### src/rtl/mem_stage.sv
// MEM pipeline stage: data-memory access over a req/ack bus, then the write-back register.
// Latency: non-access ops reach WB one edge after capture; each bus wait cycle adds one.
// Backpressure: o_MEM_stall holds upstream while a bus access waits for ack or timeout.
module mem_stage #(
    parameter int TIMEOUT = 16
) (
    input  logic        clk,
    input  logic        rst,
    input  logic        i_MEM_dmemWe,
    input  logic        i_MEM_regWe,
    input  logic        i_MEM_sWD,
    input  logic [4:0]  i_MEM_WRA,
    input  logic [31:0] i_MEM_aluOut,
    input  logic [31:0] i_MEM_rd2,
    output logic        o_MEM_stall,
    output logic        o_MEM_req,
    output logic        o_MEM_we,
    output logic [31:0] o_MEM_addr,
    output logic [31:0] o_MEM_wdata,
    input  logic        i_MEM_ack,
    input  logic [31:0] i_MEM_rdata,
    output logic        o_MEM_regWe,
    output logic [4:0]  o_MEM_WRA,
    output logic [31:0] o_MEM_WD,
    output logic        o_MEM_err
);

    typedef enum logic {IDLE, BUSY} state_t;

    typedef struct packed {
        logic        dmem_we;
        logic        reg_we;
        logic        s_wd;
        logic [4:0]  wra;
        logic [31:0] alu_out;
        logic [31:0] rd2;
    } stage_t;

    stage_t      r;
    state_t      state;
    logic [31:0] cnt;

    logic busy;
    logic access;
    logic mis;
    logic is_load;
    logic tmo;
    logic stall;
    logic complete;
    logic in_go;

    assign busy    = (state == BUSY);
    assign is_load = r.s_wd & ~r.dmem_we;
    assign access  = r.dmem_we | is_load;
    assign mis     = access & (r.alu_out[1:0] != 2'b00);
    // Timeout only meaningful while an access is outstanding; TIMEOUT=0 disables it.
    assign tmo     = busy & (TIMEOUT != 0) & (cnt == 32'(TIMEOUT - 1)) & ~i_MEM_ack;
    assign stall   = busy & ~i_MEM_ack & ~tmo;
    // The op entering R starts a bus access only if it is an aligned load/store.
    assign in_go   = (i_MEM_dmemWe | i_MEM_sWD) & (i_MEM_aluOut[1:0] == 2'b00);
    assign complete = ~access | mis | (busy & i_MEM_ack) | tmo;

    assign o_MEM_stall = stall;
    assign o_MEM_req   = busy;
    assign o_MEM_we    = r.dmem_we;
    assign o_MEM_addr  = r.alu_out;
    assign o_MEM_wdata = r.rd2;

    // Stage register: captures the EXE bundle whenever the stage is not stalled.
    always_ff @(posedge clk) begin
        if (rst) begin
            r <= '0;
        end else if (!stall) begin
            r.dmem_we <= i_MEM_dmemWe;
            r.reg_we  <= i_MEM_regWe;
            r.s_wd    <= i_MEM_sWD;
            r.wra     <= i_MEM_WRA;
            r.alu_out <= i_MEM_aluOut;
            r.rd2     <= i_MEM_rd2;
        end
    end

    // Bus FSM and wait counter: leave BUSY on ack/timeout, re-enter on the next aligned access.
    always_ff @(posedge clk) begin
        if (rst) begin
            state <= IDLE;
            cnt   <= '0;
        end else if (!stall) begin
            state <= in_go ? BUSY : IDLE;
            cnt   <= '0;
        end else begin
            cnt   <= cnt + 32'd1;
        end
    end

    // Write-back register: loads every edge; stall cycles become bubbles with regWe=0.
    always_ff @(posedge clk) begin
        if (rst) begin
            o_MEM_regWe <= 1'b0;
            o_MEM_WRA   <= '0;
            o_MEM_WD    <= '0;
            o_MEM_err   <= 1'b0;
        end else begin
            o_MEM_regWe <= complete & r.reg_we & ~mis & ~tmo;
            o_MEM_WRA   <= r.wra;
            o_MEM_WD    <= is_load ? i_MEM_rdata : r.alu_out;
            o_MEM_err   <= complete & (mis | tmo);
        end
    end

endmodule
### config.mk
export PLATFORM = sky130hd
export DESIGN_NAME = mem_stage
export DESIGN_NICKNAME = d
export VERILOG_FILES = /design/src/rtl/mem_stage.sv
export SDC_FILE = /design/constraint.sdc
export NUM_CORES = 1
export LEC_CHECK = 0
export CORE_AREA = 2 2 110 112
export DETAILED_ROUTE_END_ITERATION = 10
export DIE_AREA = 0 0 112 114
export DONT_BUFFER_PORTS = 1
export PLACE_DENSITY_LB_ADDON = 0.25
export SKIP_CTS_REPAIR_TIMING = 1
export SLEW_MARGIN = 20
export SYNTH_ARGS = -nofsm -noshare
export SYNTH_HDL_FRONTEND = slang
export SYNTH_SLANG_ARGS = --single-unit
### constraint.sdc
create_clock -name clk -period 2.28 [get_ports clk]
set_input_delay 0.57 -clock clk [delete_from_list [all_inputs] [get_ports clk]]
set_output_delay 0.57 -clock clk [all_outputs]
set_load 0.02 [all_outputs]
=== After elaboration in Yosys (flattened, before gate mapping) ===
Cells that the tools add are included.

* Bits in latches: 0
* Memories: 0
* Memory bits (read-only): 0
* Word-level logic and storage cells: 43
* Register bits: 144
* Memory bits (writable): 0

* Shift-type cells: 0
* Multiplexer cells: 2
* Add/sub/neg operators: 1
* Equality and inequality tests: 1
* Divide/modulo/power cells: 0
* Multipliers: 0
* $lt $le $gt $ge: 0
* Reduce and logical (&&, ||, !) cells: 3
* Bitwise gates (word level): 24

{| class="wikitable"
|+ Operator list
! cell !! count
|-
| 32-bit by 1-bit adder with 32-bit output, second input constant || 1
|-
| 32-bit by 4-bit == test with 1-bit output, second input constant || 1
|-
| 32-bit two-way mux || 1
|-
| 1-bit bitwise AND || 12
|-
| 1-bit inverter || 6
|-
| 1-bit bitwise OR || 6
|-
| 2-bit zero test || 1
|-
| 2-bit nonzero test || 1
|-
| 2-bit OR reduction || 1
|-
| 1-bit two-way mux || 1
|}

=== Logic depth before layout (Yosys ltp) ===
Gate-level depths: netlist (run 1).

* Depth after elaboration: 10
* Mapped depth: 9
* Mapped depth without buffers: 6

=== Worst setup path before layout (run 1) ===
OpenSTA, ideal clock, no wires.

* Path kind: reg2out
* Start point: register cnt[0]
* End point: output port o_MEM_stall
* Slack: 0.149 ns
* Arrival time: 1.561 ns
* Cell stages (with the launch flop): 8
* Cells stage by stage: dfxtp_1 -> ha_1 -> and3_1 -> buf_2 -> nand4_2 -> o21ai_4 -> inv_2 -> buf_2

* Cells in the longest elaborated chain, start to end: 5

{| class="wikitable"
|+ RTL lines
! element !! line !! source
|-
| start, declared || 41 || <nowiki>logic [31:0] cnt;</nowiki>
|-
| start signal, assigned || 92 || <nowiki>cnt <= cnt + 32'd1;</nowiki>
|-
| 32-bit by 4-bit == test with 1-bit output || 57 || <nowiki>assign tmo = busy & (TIMEOUT != 0) & (cnt == 32'(TIMEOUT - 1)) & ~i_MEM_ack;</nowiki>
|-
| 1-bit bitwise AND (2 in series) || 57 ||
|-
| 1-bit inverter || 58 || <nowiki>assign stall = busy & ~i_MEM_ack & ~tmo;</nowiki>
|-
| 1-bit bitwise AND || 58 ||
|-
| end, declared || 15 || <nowiki>output logic o_MEM_stall,</nowiki>
|}

Every way passes these cells.

=== Worst setup path in the final report (run 1) ===
* Start point: register cnt[19]
* End point: output port o_MEM_stall

Same word-level chain as after synthesis.

==> flow_metrics.py, run 1 <==
metrics = {
    "floorplan": {
        "core_region_area_um2": 11700,
        "fp.dieW_um": 112,
        "chipHeight_um": 114,
        "rows": 40,
        "pin_count": 213,
        "start_util_pct": 52.7,
        "die_area_um2": 12800,
    },
    "timing": {
        "slew_headroom_pct": 67.2,
        "drv_slew": 0,
        "hold_viol_final": 0,
        "max_freq_mhz": 448,
        "finClkSkew_ps": 13.7,
        "setup_slack_ps": 46.9,
        "setup_viol": 0,
        "tightest_slew_ps": 490,
        "final.period_utilization_pct": 97.9,
        "period_needed_ps": 2230,
    },
    "detailed_routing": {
        "via_per_inst": 5.53,
        "wirelength_um": 13300,
        "first_pass_iters": 4,
        "drc": 0,
        "routedWlPerCell_um": 16.6,
        "drt_iter0_drc": 223,
        "vias": 4418,
        "drtAntennaViolNets": 0,
    },
    "global_routing": {
        "busiest_layer": "met2",
        "grt_pass1_wl_um": 20700,
        "antenna_found_initial": 0,
        "grt_pass1_vias": 4224,
        "use_met3_pct": 6.70,
        "use_met1_pct": 23.5,
        "grt.met2_usage_pct": 34.5,
        "gr-total-overflow": 0,
        "grtUsageTotal_pct": 20.0,
        "grt_max_degree": 82,
    },
    "clocking": {
        "cts_sinks": 144,
        "clkLatencyLatePin_ps": 410,
        "cts_root_buffer": "clkbuf_16",
        "cts_tree": "built",
        "cts_buffers": 17,
        "htree_levels": 4,
        "ctsLongestPathBuffers": 2,
        "path_clk_slew_ps": 60,
    },
    "worst_setup_path": {
        "start_kind": "flop",
        "path_cells": "nor4_1, nand4_1, o21ai_4, inv_4",
        "crit_fanout": 6,
        "slowest_delay_ps": 350,
        "crit_arrival_ps": 1660,
        "crit_type": "reg -> out",
        "cp.required_ps": 1710,
        "critPathCaptureType": "output port",
        "r2r_cells": 4,
        "cp_slowest_cell": "dfxtp_1",
        "r2r_setup_slack_ps": 240,
    },
    "placed_design": {
        "routabilityCongestion": 0.757,
        "dpl.hpwl_um": 9150,
        "preCtsSetupSlack_ps": 333,
        "io_buffers": 0,
    },
    "worst_hold_path": {
        "hp-class": "in -> reg",
        "holdPathStages": 1,
    },
    "pwr": {
        "p_total_mw": 5.56,
        "p_leak_nw": 2.30,
        "powerDensity_nw_per_um2": 868,
        "peakVddDrop_uv": 469,
    },
    "logic_synthesis": {
        "synth_top_area_cell": "dfxtp_1",
        "ys_ff_latch": 144,
        "ys_seq_area_share_pct": 46.7,
        "yosys_warnings": 0,
        "synth_cell_types": 35,
        "synthesis.nets": 819,
        "netlist_area_um2": 6170,
        "synth_area_leaders": "dfxtp_1 47%, nand2_1 12%, mux2i_1 11%, buf_4 7.8%, a21oi_1 3.8%",
        "yosysTopAreaCellShare_pct": 46.7,
        "synth_cells": 711,
        "avgSynthCellArea_um2": 8.68,
    },
    "cells_and_area": {
        "areaGrowthSynthToFinish_pct": 3.95,
        "nets": 748,
        "diodes": 0,
        "drive_above_1_share_pct": 9.82,
    },
    "status": {
        "run_status": "finished, final reports clean",
    },
    "job": {
        "drv_cap": 0,
    },
}
==> path summary, 6_finish.rpt <==
check	from	to
setup / recovery	cnt[19]$_SDFF_PP0_	o_MEM_stall
hold / removal	rst	o_MEM_WD[23]$_SDFF_PP0_
setup reg to reg	cnt[4]$_SDFF_PP0_	cnt[31]$_SDFF_PP0_
hold reg to reg	r[66]$_SDFFE_PP0N_	o_MEM_WRA[2]$_SDFF_PP0_
==> metrics by stage <==
stage | area (µm²) | hold slack, ps | util [%] | setup TNS (ps) | instances
after detailed placement | 5830 | 450 | 49.8 | 0 | 767
after floorplan | 6170 | 426 | - | 0 | 711
final | 6410 | 225 | 54.8 | 0 | 799
after global routing | 6410 | 205 | 54.8 | -39.5 | 799
after global placement | 5830 | 439 | 49.8 | 0 | 767
after CTS | 6350 | 209 | 54.2 | -65.3 | 798
==> Yosys cell counts, drive strengths merged <==
cell type,n
or3,3
and3,5
inv,3
buf,80
nand2b,2
o21a,1
xnor2,2
o21ai,6
ha,1
nand2,205
and2,1
o31ai,11
nor2,20
o211ai,1
nand4,13
nor3,3
nor4,8
nor2b,12
a21oi,47
nand3,14
xor2,13
dfxtp,144
or4,11
and4,6
a31oi,1
clkbuf,25
mux2,5
mux2i,68
==> sequential cells by signal, summed over array words and instances, names as in the netlist <==
| signal | cells |
|---|---|
| cnt | 32 |
| o_MEM_WD | 32 |
| o_MEM_WRA | 5 |
| o_MEM_addr | 32 |
| o_MEM_err | 1 |
| o_MEM_regWe | 1 |
| o_MEM_req | 1 |
| o_MEM_wdata | 32 |
| o_MEM_we | 1 |
| r | 7 |
==> layout by cell type (no fill, tap or decap), drive strengths merged, types with 11 or more instances in the layout <==
cell type | Yosys | final
a21oi | 47 | 47
buf | 80 | 15
clkbuf | 25 | 18
dfxtp | 144 | 144
mux2i | 68 | 68
nand2 | 205 | 205
nand3 | 14 | 14
nand4 | 13 | 13
nor2 | 20 | 20
nor2b | 12 | 12
o31ai | 11 | 11
or4 | 11 | 11
xor2 | 13 | 13
==> per-layer routing <==
metal | routed length (µm) | part of all wire (%)
met1 | 5380 | 41
met2 | 6740 | 51
met3 | 926 | 7.0
met4 | 227 | 1.7
met5 | 0 | 0
==> where the power goes <==
part           leakage (nW)  internal, mW  switching, mW  total [mW]
Combinational         0.857         0.109          0.156       0.265
Clock                 0.252          1.38           1.06        2.44
Sequential             1.19          2.64          0.220        2.86
Total                  2.30          4.13           1.43        5.56
==> cells by family after synthesis <==
kind of cell / Yosys count / share of synthesized area [%]
buffers and inverters: 108 / 10.9
muxes: 73 / 11.9
AOI/OAI and AO/OA: 67 / 6.17
and+or+nand+nor: 303 / 21.9
adders and majority gates: 1 / 0.203
xor gates and xnor gates: 15 / 2.13
DFF: 144 / 46.7
==> critical path: cells and delay by family, from the launching register on <==
family | cells | cell delay [ps]
DFF | 1 | 350
AOI/OAI and AO/OA | 1 | 270
buffers and inverters | 1 | 90
and+or+nand+nor | 2 | 550
==> layout make-up <==
class / instances / area [µm²]
Fill cell: 1087 / 5300
Sequential cell: 144 / 2890
Multi-Input combinational cell: 459 / 2670
Clock buffer: 18 / 429
Tap cell: 147 / 184
Timing Repair Buffer: 15 / 138
Clock inverter: 13 / 91.3
Inverter: 3 / 16.3
Note: power is estimated with default switching activity, not from simulation.
==> run 2, diff against run 1 <==
--- a/config.mk
+++ b/config.mk
@@ -10,6 +10,7 @@
 export DIE_AREA = 0 0 112 114
 export DONT_BUFFER_PORTS = 1
 export PLACE_DENSITY_LB_ADDON = 0.25
+export SETUP_SLACK_MARGIN = 0.5
 export SKIP_CTS_REPAIR_TIMING = 1
 export SLEW_MARGIN = 20
 export SYNTH_ARGS = -nofsm -noshare
==> flow_metrics.py, run 2 (synthesis results as in run 1) <==
metrics = {
    "pwr": {
        "p_leak_nw": 2.42,
        "p_total_mw": 6.21,
        "peakVddDrop_uv": 453,
        "powerDensity_nw_per_um2": 925,
    },
    "detailed_routing": {
        "routedWlPerCell_um": 17.0,
        "via_per_inst": 5.57,
        "first_pass_iters": 5,
        "drt_iter0_drc": 245,
        "vias": 4489,
        "drc": 0,
        "drtAntennaViolNets": 0,
        "wirelength_um": 13700,
    },
    "worst_setup_path": {
        "r2r-end": "cnt[1]$_SDFF_PP0_",
        "r2r-start": "cnt[22]$_SDFF_PP0_",
        "r2r_setup_slack_ps": 370,
        "r2r_cells": 6,
        "start_kind": "flop",
        "crit_type": "reg -> out",
        "cp.required_ps": 1710,
        "critPathCaptureType": "output port",
        "crit_fanout": 7,
        "crit_arrival_ps": 1740,
    },
    "placed_design": {
        "dpl.hpwl_um": 9310,
        "routabilityCongestion": 0.807,
        "dpl-instance-area_um2": 5860,
        "io_buffers": 0,
        "preCtsSetupSlack_ps": 288,
    },
    "global_routing": {
        "gr-total-overflow": 0,
        "antenna_found_initial": 0,
        "grt_pass1_wl_um": 21500,
        "grtUsageTotal_pct": 21.1,
        "grt_max_degree": 68,
        "grt_pass1_vias": 4372,
    },
    "timing": {
        "drv_slew": 0,
        "finClkSkew_ps": 9.61,
        "final.period_utilization_pct": 101,
        "fin_hold_ws_ps": 220,
        "setup_slack_ps": -30.8,
        "period_needed_ps": 2310,
        "tightest_slew_ps": 395,
        "max_freq_mhz": 433,
        "hold_viol_final": 0,
        "setup_viol": 1,
        "slew_headroom_pct": 73.7,
        "rsz0062_at_grt": "true",
    },
    "cells_and_area": {
        "drive_above_1_share_pct": 14.0,
        "mostFrequentLayoutCells": "204 x nand2_1, 130 x dfxtp_1, 68 x mux2i_1",
        "nets": 754,
        "diodes": 0,
        "areaGrowthSynthToFinish_pct": 8.74,
        "design_area_um2": 6710,
        "final_common_cell": "nand2_1",
    },
    "status": {
        "run_status": "finished with violations",
        "violations": "setup timing",
    },
    "floorplan": {
        "die_area_um2": 12800,
        "start_util_pct": 52.7,
        "core_region_area_um2": 11700,
        "rows": 40,
        "fp.dieW_um": 112,
        "chipHeight_um": 114,
        "pin_count": 213,
    },
    "worst_hold_path": {
        "hp-class": "in -> reg",
        "min_to": "o_MEM_WD[29]$_SDFF_PP0_",
        "worstHoldStart": "rst",
        "holdPathStages": 1,
    },
    "clocking": {
        "htree_levels": 4,
        "cts_sinks": 144,
        "cts_tree": "built",
        "cts_buffers": 17,
        "cts_root_buffer": "clkbuf_16",
        "clkLatencyLatePin_ps": 420,
        "path_clk_slew_ps": 60,
        "ctsLongestPathBuffers": 2,
    },
    "job": {
        "drv_cap": 0,
    },
}
-- run 2: cell types whose count changed in the layout (fill, tap and decap cells not counted), moves of 2 or more --
cell / before / now
and4_1: 6 / 4
dfxtp_2: 2 / 14
clkinv_2: 5 / 1
inv_6: 2 / 0
buf_4: 13 / 15
nor4_4: 1 / 4
nor4_2: 5 / 3
clkbuf_8: 0 / 3
bufinv_16: 0 / 5
dfxtp_1: 142 / 130
-- run 2: critical path, stage by stage (launching register included) --
cell and delay, ps:
dfxtp_2 340, nor4_2 290, nand4_1 290, o21ai_4 310, inv_8 90
-- run 2: power breakdown --
part | internal [mW] | switching, mW
Combinational | 0.111 | 0.160
Clock | 2.01 | 1.07
Sequential | 2.64 | 0.223
Total | 4.76 | 1.45
-- run 2: worst max path at each step --
| stage | startpoint | to |
|---|---|---|
| CTS | cnt[18]$_SDFF_PP0_ | o_MEM_stall |
| global route | cnt[17]$_SDFF_PP0_ | o_MEM_stall |
| detailed placement | cnt[4]$_SDFF_PP0_ | cnt[31]$_SDFF_PP0_ |
| finish | cnt[22]$_SDFF_PP0_ | o_MEM_stall |
| floorplan | cnt[1]$_SDFF_PP0_ | o_MEM_stall |
| global placement | cnt[25]$_SDFF_PP0_ | cnt[1]$_SDFF_PP0_ |
-- run 2: layout make-up --
class	count	area, µm²
tap	147	184
inverter	3	20.0
multi-input combinational	459	2740
timing repair buffer	20	198
timing repair inverter	1	6.26
clock inverter	12	208
fill	1027	5000
sequential	144	2900
clock buffer	20	457
-- run 2: routing by layer --
layer / share of wire, % / GRT usage [%]
met3: 6.9 / 7.97
met5: 0 / 0
met1: 40 / 23.8
met2: 51 / 36.6
met4: 1.4 / 8.13
-- run 2: metrics by stage --
stage               setup TNS, ps  util, %  instances
detailed placement              0     50.0        764
floorplan                       0        -        711
finish                      -30.8     57.3        806
CTS                          -115     55.7        796
global placement                0     50.0        764
global route                -97.6     57.3        806
